**src/rtl/axi_read_responder_pkg.sv**
```systemverilog
// Shared AXI read-responder types and response codes.
// Response entry layout is {data, resp} with resp in the low bits.
package axi_read_responder_pkg;

  localparam logic [1:0] RESP_OKAY   = 2'b00;
  localparam logic [1:0] RESP_SLVERR = 2'b10;
  localparam logic [1:0] RESP_DECERR = 2'b11;

  typedef struct packed {
    logic [31:0] data;
    logic [1:0]  resp;
  } rd_resp_t;

  localparam int RESP_W = $bits(rd_resp_t);

  function automatic rd_resp_t mk_resp(
    input logic        hit,
    input logic [31:0] data
  );
    rd_resp_t r;
    r.data = hit ? data : 32'h0;
    r.resp = hit ? RESP_OKAY : RESP_DECERR;
    return r;
  endfunction

endpackage

```
**src/rtl/axi_rd_resp_fifo.sv**
```systemverilog
// Response buffer: synchronous FIFO with first-word fall-through.
// Head entry is visible on rd_data_o whenever empty_o is low.
module axi_rd_resp_fifo #(
  parameter int DEPTH = 4,
  parameter int WIDTH = 34
) (
  input  logic             clk_i,
  input  logic             rst_ni,
  input  logic             wr_en_i,
  input  logic [WIDTH-1:0] wr_data_i,
  input  logic             rd_en_i,
  output logic [WIDTH-1:0] rd_data_o,
  output logic             full_o,
  output logic             empty_o
);

  localparam int AW = $clog2(DEPTH);

  logic [WIDTH-1:0] mem_q [DEPTH];
  logic [AW-1:0]    wptr_q, rptr_q;
  logic [AW:0]      cnt_q;
  logic             push, pop;

  assign full_o    = (cnt_q == (AW+1)'(DEPTH));
  assign empty_o   = (cnt_q == '0);
  assign push      = wr_en_i && !full_o;
  assign pop       = rd_en_i && !empty_o;
  assign rd_data_o = mem_q[rptr_q];

  // Pointer and fill-count bookkeeping.
  always_ff @(posedge clk_i or negedge rst_ni) begin
    if (!rst_ni) begin
      wptr_q <= '0;
      rptr_q <= '0;
      cnt_q  <= '0;
    end else begin
      if (push) wptr_q <= wptr_q + AW'(1);
      if (pop)  rptr_q <= rptr_q + AW'(1);
      unique case (1'b1)
        push && !pop: cnt_q <= cnt_q + (AW+1)'(1);
        pop && !push: cnt_q <= cnt_q - (AW+1)'(1);
        default: ;
      endcase
    end
  end

  // Storage array; contents are don't-care until written.
  always_ff @(posedge clk_i) begin
    if (push) mem_q[wptr_q] <= wr_data_i;
  end

endmodule

```
**src/rtl/axi_read_responder.sv**
```systemverilog
// AXI4-Lite read responder: decode, register-file read, ordered replies.
// Define AXI_RD_ERR_CNT_EN to build the saturating DECERR counter.
module axi_read_responder
  import axi_read_responder_pkg::*;
#(
  parameter int S_AXI_ADDR_WIDTH = 32,
  parameter int REG_ADDR_WIDTH   = 10,
  parameter logic [S_AXI_ADDR_WIDTH-1:0] BASE_ADDR = '0,
  parameter int FIFO_DEPTH       = 4
) (
  input  logic                        s_axi_aclk,
  input  logic                        s_axi_aresetn,
  input  logic [S_AXI_ADDR_WIDTH-1:0] s_axi_araddr,
  input  logic [2:0]                  s_axi_arprot,
  input  logic                        s_axi_arvalid,
  output logic                        s_axi_arready,
  output logic [31:0]                 s_axi_rdata,
  output logic [1:0]                  s_axi_rresp,
  output logic                        s_axi_rvalid,
  input  logic                        s_axi_rready,
  output logic                        reg_rd_en,
  output logic [REG_ADDR_WIDTH-1:0]   reg_rd_addr,
  input  logic [31:0]                 reg_rd_data,
  output logic [15:0]                 rd_err_count
);

  localparam int OW = $clog2(FIFO_DEPTH + 1);
  localparam int HI = S_AXI_ADDR_WIDTH - 1;
  localparam int LO = REG_ADDR_WIDTH + 2;

  logic [OW-1:0]             occ_q, occ_d;
  logic                      s1_vld_q, s1_hit_q;
  logic [REG_ADDR_WIDTH-1:0] s1_addr_q;
  logic                      s2_vld_q, s2_hit_q;
  logic                      ar_hs, r_hs, hit;
  logic                      f_full, f_empty;
  rd_resp_t                  wr_ent, head;
  logic                      unused_ok;

  assign s_axi_arready = s_axi_aresetn
                      && (occ_q < OW'(FIFO_DEPTH));
  assign ar_hs = s_axi_arvalid && s_axi_arready;
  assign r_hs  = s_axi_rvalid && s_axi_rready;
  assign hit   = (s_axi_araddr[HI:LO] == BASE_ADDR[HI:LO]);

  assign reg_rd_en   = s1_vld_q && s1_hit_q;
  assign reg_rd_addr = s1_addr_q;

  assign wr_ent = mk_resp(s2_hit_q, reg_rd_data);

  assign s_axi_rvalid = !f_empty;
  assign s_axi_rdata  = s_axi_rvalid ? head.data : 32'h0;
  assign s_axi_rresp  = s_axi_rvalid ? head.resp : 2'b00;

  assign unused_ok = ^{s_axi_arprot, s_axi_araddr[1:0], f_full};

  // Outstanding count covers both pipeline and buffered entries.
  always_comb begin
    occ_d = occ_q;
    unique case (1'b1)
      ar_hs && !r_hs: occ_d = occ_q + OW'(1);
      r_hs && !ar_hs: occ_d = occ_q - OW'(1);
      default: ;
    endcase
  end

  // Occupancy register and two-stage decode/read pipeline.
  always_ff @(posedge s_axi_aclk or negedge s_axi_aresetn) begin
    if (!s_axi_aresetn) begin
      occ_q     <= '0;
      s1_vld_q  <= 1'b0;
      s1_hit_q  <= 1'b0;
      s1_addr_q <= '0;
      s2_vld_q  <= 1'b0;
      s2_hit_q  <= 1'b0;
    end else begin
      occ_q    <= occ_d;
      s1_vld_q <= ar_hs;
      s1_hit_q <= ar_hs && hit;
      if (ar_hs) s1_addr_q <= s_axi_araddr[LO-1:2];
      s2_vld_q <= s1_vld_q;
      s2_hit_q <= s1_hit_q;
    end
  end

  axi_rd_resp_fifo #(
    .DEPTH (FIFO_DEPTH),
    .WIDTH (RESP_W)
  ) u_fifo (
    .clk_i     (s_axi_aclk),
    .rst_ni    (s_axi_aresetn),
    .wr_en_i   (s2_vld_q),
    .wr_data_i (wr_ent),
    .rd_en_i   (r_hs),
    .rd_data_o (head),
    .full_o    (f_full),
    .empty_o   (f_empty)
  );

`ifdef AXI_RD_ERR_CNT_EN
  logic [15:0] err_cnt_q;

  // Saturating count of DECERR entries entering the buffer.
  always_ff @(posedge s_axi_aclk or negedge s_axi_aresetn) begin
    if (!s_axi_aresetn) begin
      err_cnt_q <= '0;
    end else if (s2_vld_q && !s2_hit_q && err_cnt_q != 16'hFFFF) begin
      err_cnt_q <= err_cnt_q + 16'd1;
    end
  end

  assign rd_err_count = err_cnt_q;
`else
  assign rd_err_count = 16'h0;
`endif

endmodule

```
**config.mk**
```make
export PLATFORM = sky130hd
export DESIGN_NAME = axi_read_responder
export DESIGN_NICKNAME = d
export VERILOG_FILES = /design/src/rtl/axi_read_responder_pkg.sv /design/src/rtl/axi_rd_resp_fifo.sv /design/src/rtl/axi_read_responder.sv
export SDC_FILE = /design/constraint.sdc
export NUM_CORES = 1
export LEC_CHECK = 0
export BUFFER_PORTS_ARGS = -buffer_cell sky130_fd_sc_hd__buf_2
export CAP_MARGIN = 40
export CORE_MARGIN = 5
export CORE_UTILIZATION = 32
export DETAILED_ROUTE_END_ITERATION = 6
export HOLD_SLACK_MARGIN = 0.15
export PLACE_DENSITY_LB_ADDON = 0.2
export SYNTH_ARGS = -nofsm -noshare
export SYNTH_HDL_FRONTEND = slang
export SYNTH_SLANG_ARGS = --single-unit
```
**constraint.sdc**
```tcl
create_clock -name s_axi_aclk -period 4.47 [get_ports s_axi_aclk]
set_input_delay 0.6705 -clock s_axi_aclk [delete_from_list [all_inputs] [get_ports s_axi_aclk]]
set_output_delay 0.6705 -clock s_axi_aclk [all_outputs]
set_load 0.005 [all_outputs]
```
======== After elaboration in Yosys (flattened, before gate mapping) ========
Memories as Yosys holds them, arrays and structs flattened.
Index checks and enable logic that the tools add are counted.
W data, S select, Z words.
cells by class
  reduce and logical (&&, ||, !) cells .... 21
  add/sub/neg operators ................... 6
  multiplexer cells ....................... 8
  order comparisons ....................... 1
  equal/unequal tests ..................... 1
operator list
  operator               number
  $mux W32               2
  $logic_not A20 Y1      1
  $pmux W3 S2            2
  $logic_and A1 B1 Y1    11
  $add A3 B1 Y3 const B  2
  $logic_not A1 Y1       6
  $sub A3 B1 Y3 const B  2
  $add A2 B1 Y2 const B  2
  $mux W2                2
  $reduce_bool A2 Y1     2
  $eq A3 B3 Y1 const B   1
  $logic_not A3 Y1       1
  $lt A3 B3 Y1 const B   1
  $mux W1                2
word-level totals
  memory bits (writable) .................. 136
  bits in registers ....................... 24
  word-level logic and storage cells ...... 47
  memories kept ........................... 1
  output and inout bits ................... 63
memories
  memory        depth  bits a word  rd ports  clocked after memory_dff  write ports  line                    source
  u_fifo.mem_q  4      34           1         0                         1            axi_rd_resp_fifo.sv:19  logic [WIDTH-1:0] mem_q [DEPTH];

======== Depth between registers and ports, before layout ========
Gate-level depths: netlist (run 1).
  depth in word-level cells ............... 7
  depth in mapped cells ................... 9
  depth with buffers taken out ............ 9

======== Cells and area by module ========
From an unflattened synthesis (run 1), not the netlist that was laid out.
unflattened totals
  cells, all modules ...................... 358
  area, all modules ....................... 6698.9 um^2
modules (own cells, without submodules)
  module              times used  cells each  seq. area each (um^2)  area an instance (um^2)
  axi_rd_resp_fifo    1           215         4259.1                 5385.2
  axi_read_responder  1           143         425.4                  1313.8

======== Worst setup path after synthesis (run 1) ========
No wires, ideal clock.
  path type ............................... input port to flip-flop
  start point ............................. in s_axi_aresetn
  end point ............................... reg occ_q[2]
  cell stages on the path ................. 9
  path slack .............................. 2240 ps
  required time ........................... 4391 ps
  setup time .............................. 79 ps
  buffers on the path ..................... 1
  arrival ................................. 2151 ps
  cells stage by stage .................... nor2b_1 -> nand2_1 -> buf_2 -> ha_1 -> inv_1 -> fa_1 -> xor2_1 -> nor2_1 -> xor2_1
on the way
  word-level cells in the longest chain between the ends .. 5
  elaborated cells between the ends (all ways) .. 7
  classes of those cells .................. 1 x mux; 6 x reduce/logical
RTL lines
  element                                            line                      source
  start: declaration                                 axi_read_responder.sv:12  input logic s_axi_aresetn,
  $logic_and A1 B1 Y1 (*)                            axi_read_responder.sv:41  && (occ_q < OW'(FIFO_DEPTH));
  $logic_and A1 B1 Y1 (*)                            axi_read_responder.sv:42  assign ar_hs = s_axi_arvalid && s_axi_arready;
  $logic_not A1 Y1                                   axi_read_responder.sv:62  r_hs && !ar_hs: occ_d = occ_q - OW'(1);
  $logic_and A1 B1 Y1                                axi_read_responder.sv:62
  $pmux W3 S2 or $reduce_bool A2 Y1 (tied branches)  n/a
  end signal: assignment                             axi_read_responder.sv:70  occ_q <= '0;
  end signal: assignment                             axi_read_responder.sv:77  occ_q <= occ_d;
  end: declaration                                   axi_read_responder.sv:31  logic [OW-1:0] occ_q, occ_d;
Every way passes the cells marked *; elsewhere a longest branch is shown, timed or not.
A chain may end at the register's enable or synchronous reset.

======== Worst setup path after layout (run 1) ========
  start point ............................. reg u_fifo.rptr_q[0]
  end point ............................... out s_axi_rdata[0]
on the way
  word-level cells in the longest chain between the ends .. 2
RTL lines
  element                   line                      source
  start: declaration        axi_rd_resp_fifo.sv:20    logic [AW-1:0] wptr_q, rptr_q;
  start signal: assignment  axi_rd_resp_fifo.sv:38    if (pop) rptr_q <= rptr_q + AW'(1);
  $mem_v2 Z4 W34            n/a
  $mux W32                  axi_read_responder.sv:52  assign s_axi_rdata = s_axi_rvalid ? head.data : 32'h0;
  end: declaration          axi_read_responder.sv:17  output logic [31:0] s_axi_rdata,
No other way between the ends.

==> flow_metrics.py, run 1 <==
metrics = {
    "final_layout": {
        "fin_area_um2": 8030,
        "syn_to_final_growth_pct": 23.8,
        "ff_latch_area_um2": 4570,
        "drive_above_1_share_pct": 40.4,
        "post-route-util_pct": 39.9,
        "n_antenna_cell": 0,
        "final_nets": 554,
        "fillers": 1871,
        "multi_input_area_um2": 1690,
        "fin_cells": 758,
    },
    "place": {
        "place.gp.congestion": 0.691,
        "hpwl_um": 8480,
        "placed_area_um2": 7420,
        "port_buffers": 112,
        "place_inst": 726,
        "pre_cts_slack_ps": 1580,
    },
    "synthesis": {
        "synthDistinctLibCells": 26,
        "synth_area_um2": 6490,
        "synth_compound_area_share_pct": 0.0964,
        "synthTopCellsByArea": "edfxtp_1 (61%), mux4_2 (9.7%), dfrtp_1 (9.3%), and2_1 (6.8%), mux4_1 (2.0%)",
        "seq_area_frac_synth_pct": 70.4,
        "synth_seq_cells": 156,
        "synth.top_cell.area_share_pct": 61.1,
        "synth_top_family_by_area": "multiplexers",
        "synth_fa_ha_area_share_pct": 1.77,
        "yosysWarnings": 0,
        "syn_avg_cell_area_um2": 18.5,
        "postSynthCellCount": 351,
        "synth-simple-area-share_pct": 8.00,
        "synth_top_area_cell": "edfxtp_1",
        "synthMuxAreaShare_pct": 14.0,
        "yosys.area_share.xor_xnor_pct": 1.22,
    },
    "timing": {
        "setup_viol": 0,
        "relSlewSlack_pct": 58.9,
        "setup_ws_ps": 1400,
        "fin_crit_sh_pct": 68.6,
        "worstMarginPinSlew_ps": 616,
        "fmax_mhz": 326,
        "finalSetupTns_ps": 0,
        "finClkSkew_ps": 10.6,
        "rsz0062_at_grt": "false",
        "slew_violations": 0,
        "min_period_ps": 3070,
        "final_hold_viol_count": 0,
    },
    "clock_network": {
        "clockBufferDepth": 2,
        "h-tree-depth": 4,
        "cts_buffers": 17,
        "ctsResizeCount": 0,
        "postCtsHoldBufs": 0,
        "post_cts.repair.setup_buffers": 0,
        "cts_num_sinks": 156,
        "clk_pin_slew_ps": 60,
        "cts_root_buffer": "clkbuf_16",
        "cts_tree": "done",
        "clock_latency_ps": 410,
    },
    "route": {
        "drt_iter0_markers": 122,
        "wire_per_inst_um": 17.0,
        "vias_per_cell": 4.35,
        "final_antenna_net_count": 0,
        "first_pass_iters": 4,
        "drc": 0,
        "dr_total_vias": 3297,
        "wl_um": 12900,
    },
    "critical_path": {
        "worst_ep_required_time_ps": 3800,
        "cp_max_fo": 13,
        "cp.arrival_ps": 2400,
        "cp-start-kind": "register",
        "path_class": "register to primary output",
        "end_kind": "primary output",
    },
    "die": {
        "floorplan.rows": 52,
        "die-area_um2": 23200,
        "fp.coreArea_um2": 20100,
        "fp.dieH_um": 152,
        "num_io_pins": 134,
        "start_util_pct": 32.3,
        "die_width_um": 152,
    },
    "global_route": {
        "grt_pass1_vias": 3671,
        "grt_max_degree": 34,
        "grt_overflow": 0,
        "antenna_found_initial": 1,
        "gr-usage-all-layers_pct": 11.4,
        "grt_pass1_wl_um": 20200,
    },
    "worst_hold_path": {
        "hold_path_class": "input port to asynchronous set/reset pin",
    },
    "flow_run": {
        "drv_cap": 0,
    },
    "power_and_ir_drop": {
        "power_density_nw_per_um2": 591,
        "ir_drop_v": 0.000250,
        "p_leak_nw": 2.99,
    },
    "status": {
        "run_status": "complete, no violations",
    },
}
## cell usage after synthesis, drive strengths merged
library cell,number
edfxtp,132
and2,71
mux4,33
buf,25
dfrtp,24
inv,12
mux2,11
clkbuf,8
ha,6
nor4,5
xor2,5
xnor2,4
nand2,3
fa,2
mux2i,2
nor2,2
a31oi,1
conb,1
nand3,1
nor2b,1
or3,1
or4,1
## state kept, by name, indices dropped and copies added (netlist names)
name	count
u_fifo.rptr_q	2
s1_vld_q	1
u_fifo.wptr_q	2
occ_q	3
u_fifo.cnt_q	3
u_fifo.mem_q	132
s1_hit_q	1
reg_rd_addr	10
s2_hit_q	1
s2_vld_q	1
## cell type report
type                       instances  share of cell area (%)
clock inverter                    13                    2.15
tap                              270                    4.21
clock buffer                      19                    5.39
inverter                          12                   0.561
timing repair buffer             123                    9.76
sequential                       156                    56.9
multi-input combinational        165                    21.1
## report_power, final
group / leakage (nW) / switching, W / internal, W / total, W
combinational: 1.23 / 0.000603 / 0.000789 / 0.00139
clock: 0.294 / 0.000540 / 0.000928 / 0.00147
sequential: 1.46 / 0.000118 / 0.00177 / 0.00189
total: 2.99 / 0.00126 / 0.00348 / 0.00475
## cells in the final DEF (no fill, tap or decap), types with 2 or more instances in the layout
master / count
and2_1: 67
and2_2: 4
buf_16: 7
buf_2: 112
buf_4: 4
bufinv_16: 4
clkbuf_1: 2
clkbuf_16: 17
clkinv_2: 5
clkinvlp_4: 2
conb_1: 16
dfrtp_1: 22
dfrtp_2: 2
edfxtp_1: 132
fa_1: 2
ha_1: 6
inv_1: 12
mux2_2: 11
mux2i_1: 2
mux4_1: 5
mux4_2: 28
nand2_1: 3
nor2_1: 2
nor4_1: 5
xnor2_1: 4
xor2_1: 5
## per-layer routing
layer / routed length [um] / share of wire, % / vias to the layer above / global-route usage, %
met2: 6150 / 48 / 114 / 18.0
met3: 858 / 6.7 / 10 / 4.52
met5: 13 / 0.10 / - / 0
li1: - / - / 1530 / -
met4: 84 / 0.65 / 2 / 2.83
met1: 5750 / 45 / 1641 / 14.8
## kinds of logic (layout without fill, tap and decap cells)
group | Yosys count | count (layout)
xor+xnor | 9 | 9
simple gates | 85 | 85
flops | 156 | 156
fa+ha+maj | 8 | 8
mux | 46 | 46
buf+inv | 45 | 167
compound gates | 1 | 1
other cells | 1 | 16
## per-stage QoR
stage,power [W],hold slack (ps)
floorplan,0.00280,346
global placement,0.00324,356
detailed placement,0.00336,355
CTS,0.00485,250
global route,0.00505,281
finish,0.00475,245
## worst max-delay path, cell delays in order, from the launching register on
cell,delay [ps]
dfrtp_2,680
buf_16,230
buf_4,200
mux4_1,570
and2_1,180
buf_2,120
## path summary, 6_finish.rpt
path                                  startpoint                to  slack [ps]  cells after the start
worst max-delay path            u_fifo.rptr_q[0]    s_axi_rdata[0]        1400                      5
worst min-delay path               s_axi_aresetn    reg_rd_addr[0]         250                      1
worst max register to register   u_fifo.cnt_q[2]          occ_q[2]        2110                      8
worst min register to register          s1_hit_q          s2_hit_q         370                      0
max in group asynchronous          s_axi_aresetn  u_fifo.rptr_q[0]        3810                      1
min in group s_axi_aclk                 s1_hit_q          s2_hit_q         370                      0
(Power assumes the default switching activity.)
==> inputs of run 2 (changes only) <==
Clock period 4.47 ns to 3.1 ns, I/O delays scaled along.
==> flow_metrics.py, run 2 (synthesis results as in run 1) <==
metrics = {
    "place": {
        "placed_area_um2": 7320,
        "hpwl_um": 8430,
        "pre_cts_slack_ps": 826,
        "place.gp.congestion": 0.698,
        "place_inst": 728,
        "port_buffers": 112,
    },
    "final_layout": {
        "fin_cells": 762,
        "layout.cells.most_common": "edfxtp_1",
        "syn_to_final_growth_pct": 20.9,
        "top_register": "u_fifo.mem_q",
        "fin_area_um2": 7850,
        "final_nets": 557,
        "drive_above_1_share_pct": 39.9,
        "mostFrequentLayoutCells": "edfxtp_1 (132), buf_2 (112), and2_1 (67)",
        "largest_register_ffs": 132,
    },
    "die": {
        "floorplan.rows": 52,
        "fp.dieH_um": 152,
        "start_util_pct": 32.3,
        "die_width_um": 152,
        "fp.coreArea_um2": 20100,
        "die-area_um2": 23200,
        "num_io_pins": 134,
    },
    "flow_run": {
        "drv_cap": 0,
    },
    "critical_path": {
        "critPathMaxStageDelay_ps": 590,
        "slowest_stage": "mux4_1",
        "rr_startpoint": "u_fifo.cnt_q[0]",
        "r2r_slack_ps": 1030,
        "end_kind": "primary output",
        "cp-start-kind": "register",
        "ff2ff_path_depth": 8,
        "cp_max_fo": 20,
        "r2r-end": "u_fifo.cnt_q[2]",
        "worst_ep_required_time_ps": 2630,
        "cp.arrival_ps": 2050,
        "crit_chain": "buf_4 -> mux4_1 -> and2_1 -> buf_2",
        "path_class": "register to primary output",
    },
    "clock_network": {
        "clk_pin_slew_ps": 60,
        "cts_num_sinks": 156,
        "cts_buffers": 17,
        "clock_latency_ps": 410,
        "cts_tree": "done",
        "h-tree-depth": 4,
        "clockBufferDepth": 2,
        "cts_root_buffer": "clkbuf_16",
        "ctsResizeCount": 0,
    },
    "route": {
        "drc": 0,
        "vias_per_cell": 4.39,
        "dr_total_vias": 3343,
        "first_pass_iters": 4,
        "final_antenna_net_count": 0,
        "wire_per_inst_um": 17.4,
        "wl_um": 13300,
        "drt_iter0_markers": 106,
    },
    "timing": {
        "finalSetupTns_ps": 0,
        "relSlewSlack_pct": 63.0,
        "worstMarginPinSlew_ps": 552,
        "slew_violations": 0,
        "final_hold_viol_count": 0,
        "rsz0062_at_grt": "false",
        "fmax_mhz": 397,
        "min_period_ps": 2520,
        "fin_crit_sh_pct": 81.2,
        "setup_viol": 0,
        "finClkSkew_ps": 8.75,
        "setup_ws_ps": 582,
    },
    "global_route": {
        "grt_pass1_vias": 3745,
        "grt_pass1_wl_um": 21000,
        "grt_max_degree": 36,
        "gr-usage-all-layers_pct": 11.9,
        "grt_overflow": 0,
        "antenna_found_initial": 0,
    },
    "power_and_ir_drop": {
        "power_density_nw_per_um2": 819,
        "p_leak_nw": 2.92,
        "power_w": 0.00643,
        "ir_drop_v": 0.000413,
    },
    "worst_hold_path": {
        "min_path_cells": 2,
        "hold_path_class": "input port to register",
        "worstHoldStart": "s_axi_araddr[2]",
        "min_to": "reg_rd_addr[0]",
    },
    "status": {
        "run_status": "complete, no violations",
    },
}
run 2: cell types whose count changed in the layout (fill, tap and decap cells not counted):
cell / change
buf_16: -7
buf_4: +7
bufinv_16: -4
buf_12: +2
clkinv_1: +2
clkbuf_1: +1
clkinv_2: -1
clkinv_4: +1
diode_2: +1
dlygate4sd3_1: +1
inv_6: +1
run 2: through the flow:
| stage | utilization (%) | hold slack, ps |
|---|---|---|
| final | 39.0 | 279 |
| after global routing | 39.0 | 253 |
| after CTS | 39.0 | 252 |
| after detailed placement | 36.4 | 351 |
| after global placement | 36.3 | 354 |
| after floorplan | - | 169 |
run 2: cell type report:
type,count,area [um2]
Fill cell,1870,12300
Inverter,12,45.0
Sequential cell,156,4570
Clock inverter,12,72.6
Timing Repair Buffer,126,693
Clock buffer,20,437
Antenna cell,1,2.50
Tap cell,270,338
Multi-Input combinational cell,165,1690
run 2: power breakdown:
part / internal (W) / switching [W] / leakage [nW]
logic: 0.00105 / 0.000888 / 1.21
registers: 0.00255 / 0.000142 / 1.46
clock network: 0.00101 / 0.000787 / 0.247
run 2: worst max-delay path, delay by kind of cell, from the launching register on:
kind,cells,cell delay (ps)
muxes,1,590
buffers and inverters,2,510
DFF,1,350
and+or+nand+nor,1,190
run 2: timing repair:
item / 4_1_cts / 5_1_grt
endpoints found under the setup margin: 0 / 0
buffers inserted: 0 / 0
hold buffers: 1 / 0
hold endpoints to repair: 24 / 0
run 2: worst max path at each step:
stage / start / end / slack [ps] / cells past startpoint
after global routing: u_fifo.rptr_q[0] / s_axi_rdata[3] / 450 / 4
after CTS: u_fifo.rptr_q[0] / s_axi_rdata[3] / 510 / 4
after floorplan: u_fifo.cnt_q[1] / u_fifo.mem_q[0][10] / 1050 / 3
final: u_fifo.rptr_q[0] / s_axi_rdata[3] / 580 / 4
after detailed placement: s_axi_aresetn / occ_q[2] / 830 / 9
after global placement: s_axi_aresetn / occ_q[2] / 870 / 9
run 2: per-layer routing:
layer	share of wire [%]	GRT usage, %
met1	44	15.1
met2	48	19.0
met3	6.4	4.63
met4	1.0	3.47
met5	0	0
==> inputs of run 3 (changes only) <==
Clock period 3.1 ns to 2.18 ns, I/O delays scaled along.
==> flow_metrics.py, run 3 (synthesis results as in run 1) <==
metrics = {
    "timing": {
        "final_hold_viol_count": 0,
        "worstMarginPinSlew_ps": 745,
        "setup_viol": 13,
        "min_period_ps": 2200,
        "fmax_mhz": 454,
        "setup_ws_ps": -21.8,
        "rsz0062_at_grt": "true",
        "finClkSkew_ps": 8.65,
        "slew_violations": 0,
        "relSlewSlack_pct": 50.3,
        "hold_ws_ps": 204,
        "fin_crit_sh_pct": 101,
    },
    "place": {
        "hpwl_um": 8410,
        "placed_area_um2": 7400,
        "place.gp.congestion": 0.688,
        "port_buffers": 112,
    },
    "final_layout": {
        "fin_area_um2": 8430,
        "ff_latch_area_um2": 4570,
        "n_antenna_cell": 0,
        "drive_above_1_share_pct": 43.0,
        "post-route-util_pct": 41.9,
        "fillers": 1819,
        "layout.cells.most_common": "edfxtp_1",
        "final_nets": 588,
        "top_register": "u_fifo.mem_q",
        "largest_register_ffs": 132,
        "mostFrequentLayoutCells": "edfxtp_1 (132), buf_2 (93), and2_1 (48)",
        "multi_input_area_um2": 1730,
        "syn_to_final_growth_pct": 29.9,
    },
    "worst_hold_path": {
        "min_path_cells": 3,
        "hold_path_class": "input port to register",
    },
    "global_route": {
        "grt_overflow": 0,
        "grt_max_degree": 36,
        "antenna_found_initial": 1,
        "gr-usage-all-layers_pct": 11.9,
        "grt_pass1_vias": 3953,
        "grt_pass1_wl_um": 21200,
    },
    "route": {
        "met2_length_um": 6490,
        "highest_layer": "met5",
        "final_antenna_net_count": 0,
        "route.met3.wl_um": 850,
        "first_pass_iters": 4,
        "drt_iter0_markers": 177,
        "vias_per_cell": 4.41,
        "wl_um": 13400,
        "drc": 0,
        "wire_per_inst_um": 16.9,
        "met1_length_um": 5830,
        "dr_total_vias": 3481,
    },
    "critical_path": {
        "cp_max_fo": 12,
        "ff2ff_path_depth": 6,
        "crit_family": "multiplexers",
        "end_kind": "primary output",
        "path_depth": 5,
        "path_class": "register to primary output",
        "worst_ep_required_time_ps": 1850,
        "cp-start-kind": "register",
        "cp.arrival_ps": 1870,
        "critPathMaxStageDelay_ps": 480,
        "cp_num_buf_inv": 3,
        "slowest_stage": "mux4_2",
        "cp_common_cell": "buf_12",
        "crit_chain": "buf_12 -> buf_12 -> mux4_2 -> and2_4 -> buf_6",
    },
    "clock_network": {
        "cts_buffers": 17,
        "clockBufferDepth": 2,
        "cts_root_buffer": "clkbuf_16",
        "clk_pin_slew_ps": 50,
        "clock_latency_ps": 410,
        "cts_num_sinks": 156,
        "cts_tree": "done",
        "h-tree-depth": 4,
    },
    "status": {
        "run_status": "finished with violations",
        "violations": "setup timing",
    },
    "power_and_ir_drop": {
        "power_w": 0.0103,
        "power_density_nw_per_um2": 1220,
        "ir_drop_v": 0.000607,
        "p_leak_nw": 3.20,
    },
    "die": {
        "start_util_pct": 32.3,
        "die-area_um2": 23200,
        "floorplan.rows": 52,
        "fp.coreArea_um2": 20100,
        "die_width_um": 152,
        "fp.dieH_um": 152,
        "num_io_pins": 134,
    },
    "flow_run": {
        "drv_cap": 0,
    },
}
==> run 3: path summary, 6_finish.rpt <==
path / from / end / slack [ps]
min in group asynchronous: s_axi_aresetn / reg_rd_addr[0] / 430
min reg2reg: s1_vld_q / s2_vld_q / 370
max reg2reg: u_fifo.cnt_q[0] / u_fifo.cnt_q[1] / 210
max: u_fifo.rptr_q[0] / s_axi_rdata[6] / -20
min: s_axi_rready / u_fifo.rptr_q[1] / 200
max in group asynchronous: s_axi_aresetn / u_fifo.rptr_q[0] / 1470
==> run 3: worst reg2reg max path: cells and delay by family (launching register included) <==
kind,cells,cell delay (ps)
multiplexers,1,150
AND/OR/NAND/NOR,2,630
buffers and inverters,1,70
flip-flops,1,390
adder cells (fa/ha/maj),2,640
==> run 3: metrics by stage <==
step,instances,TNS (ps),worst slack [ps]
after floorplan,366,0,125
after global placement,732,0,225
after detailed placement,732,0,233
after CTS,787,-762,-59.7
after global routing,789,-1670,-107
final,789,-208,-21.8
==> run 3: routing by layer <==
layer	vias up	GRT usage [%]
met5	-	0
li1	1595	-
met3	16	4.15
met2	114	19.5
met4	2	4.24
met1	1754	14.8
==> run 3: power breakdown <==
| part | internal, W | switching, W |
|---|---|---|
| clock network | 0.00177 | 0.00107 |
| registers | 0.00362 | 0.000160 |
| logic | 0.00222 | 0.00144 |
| total | 0.00761 | 0.00268 |
==> run 3: final cells by class <==
| class | count | share of cell area [%] |
|---|---|---|
| Clock buffer | 20 | 5.18 |
| Clock inverter | 9 | 1.45 |
| Tap cell | 270 | 4.01 |
| Timing Repair Buffer | 157 | 14.1 |
| Sequential cell | 156 | 54.2 |
| Multi-Input combinational cell | 165 | 20.6 |
| Inverter | 12 | 0.534 |
==> run 3: what timing repair did <==
| item | 4_1_cts | 5_1_grt |
|---|---|---|
| hold buffers | 21 | 0 |
| setup buffers | 5 | 2 |
| setup endpoints to repair | 30 | 34 |
| gates resized for setup | 20 | 20 |
| endpoints found under the hold margin | 35 | 0 |
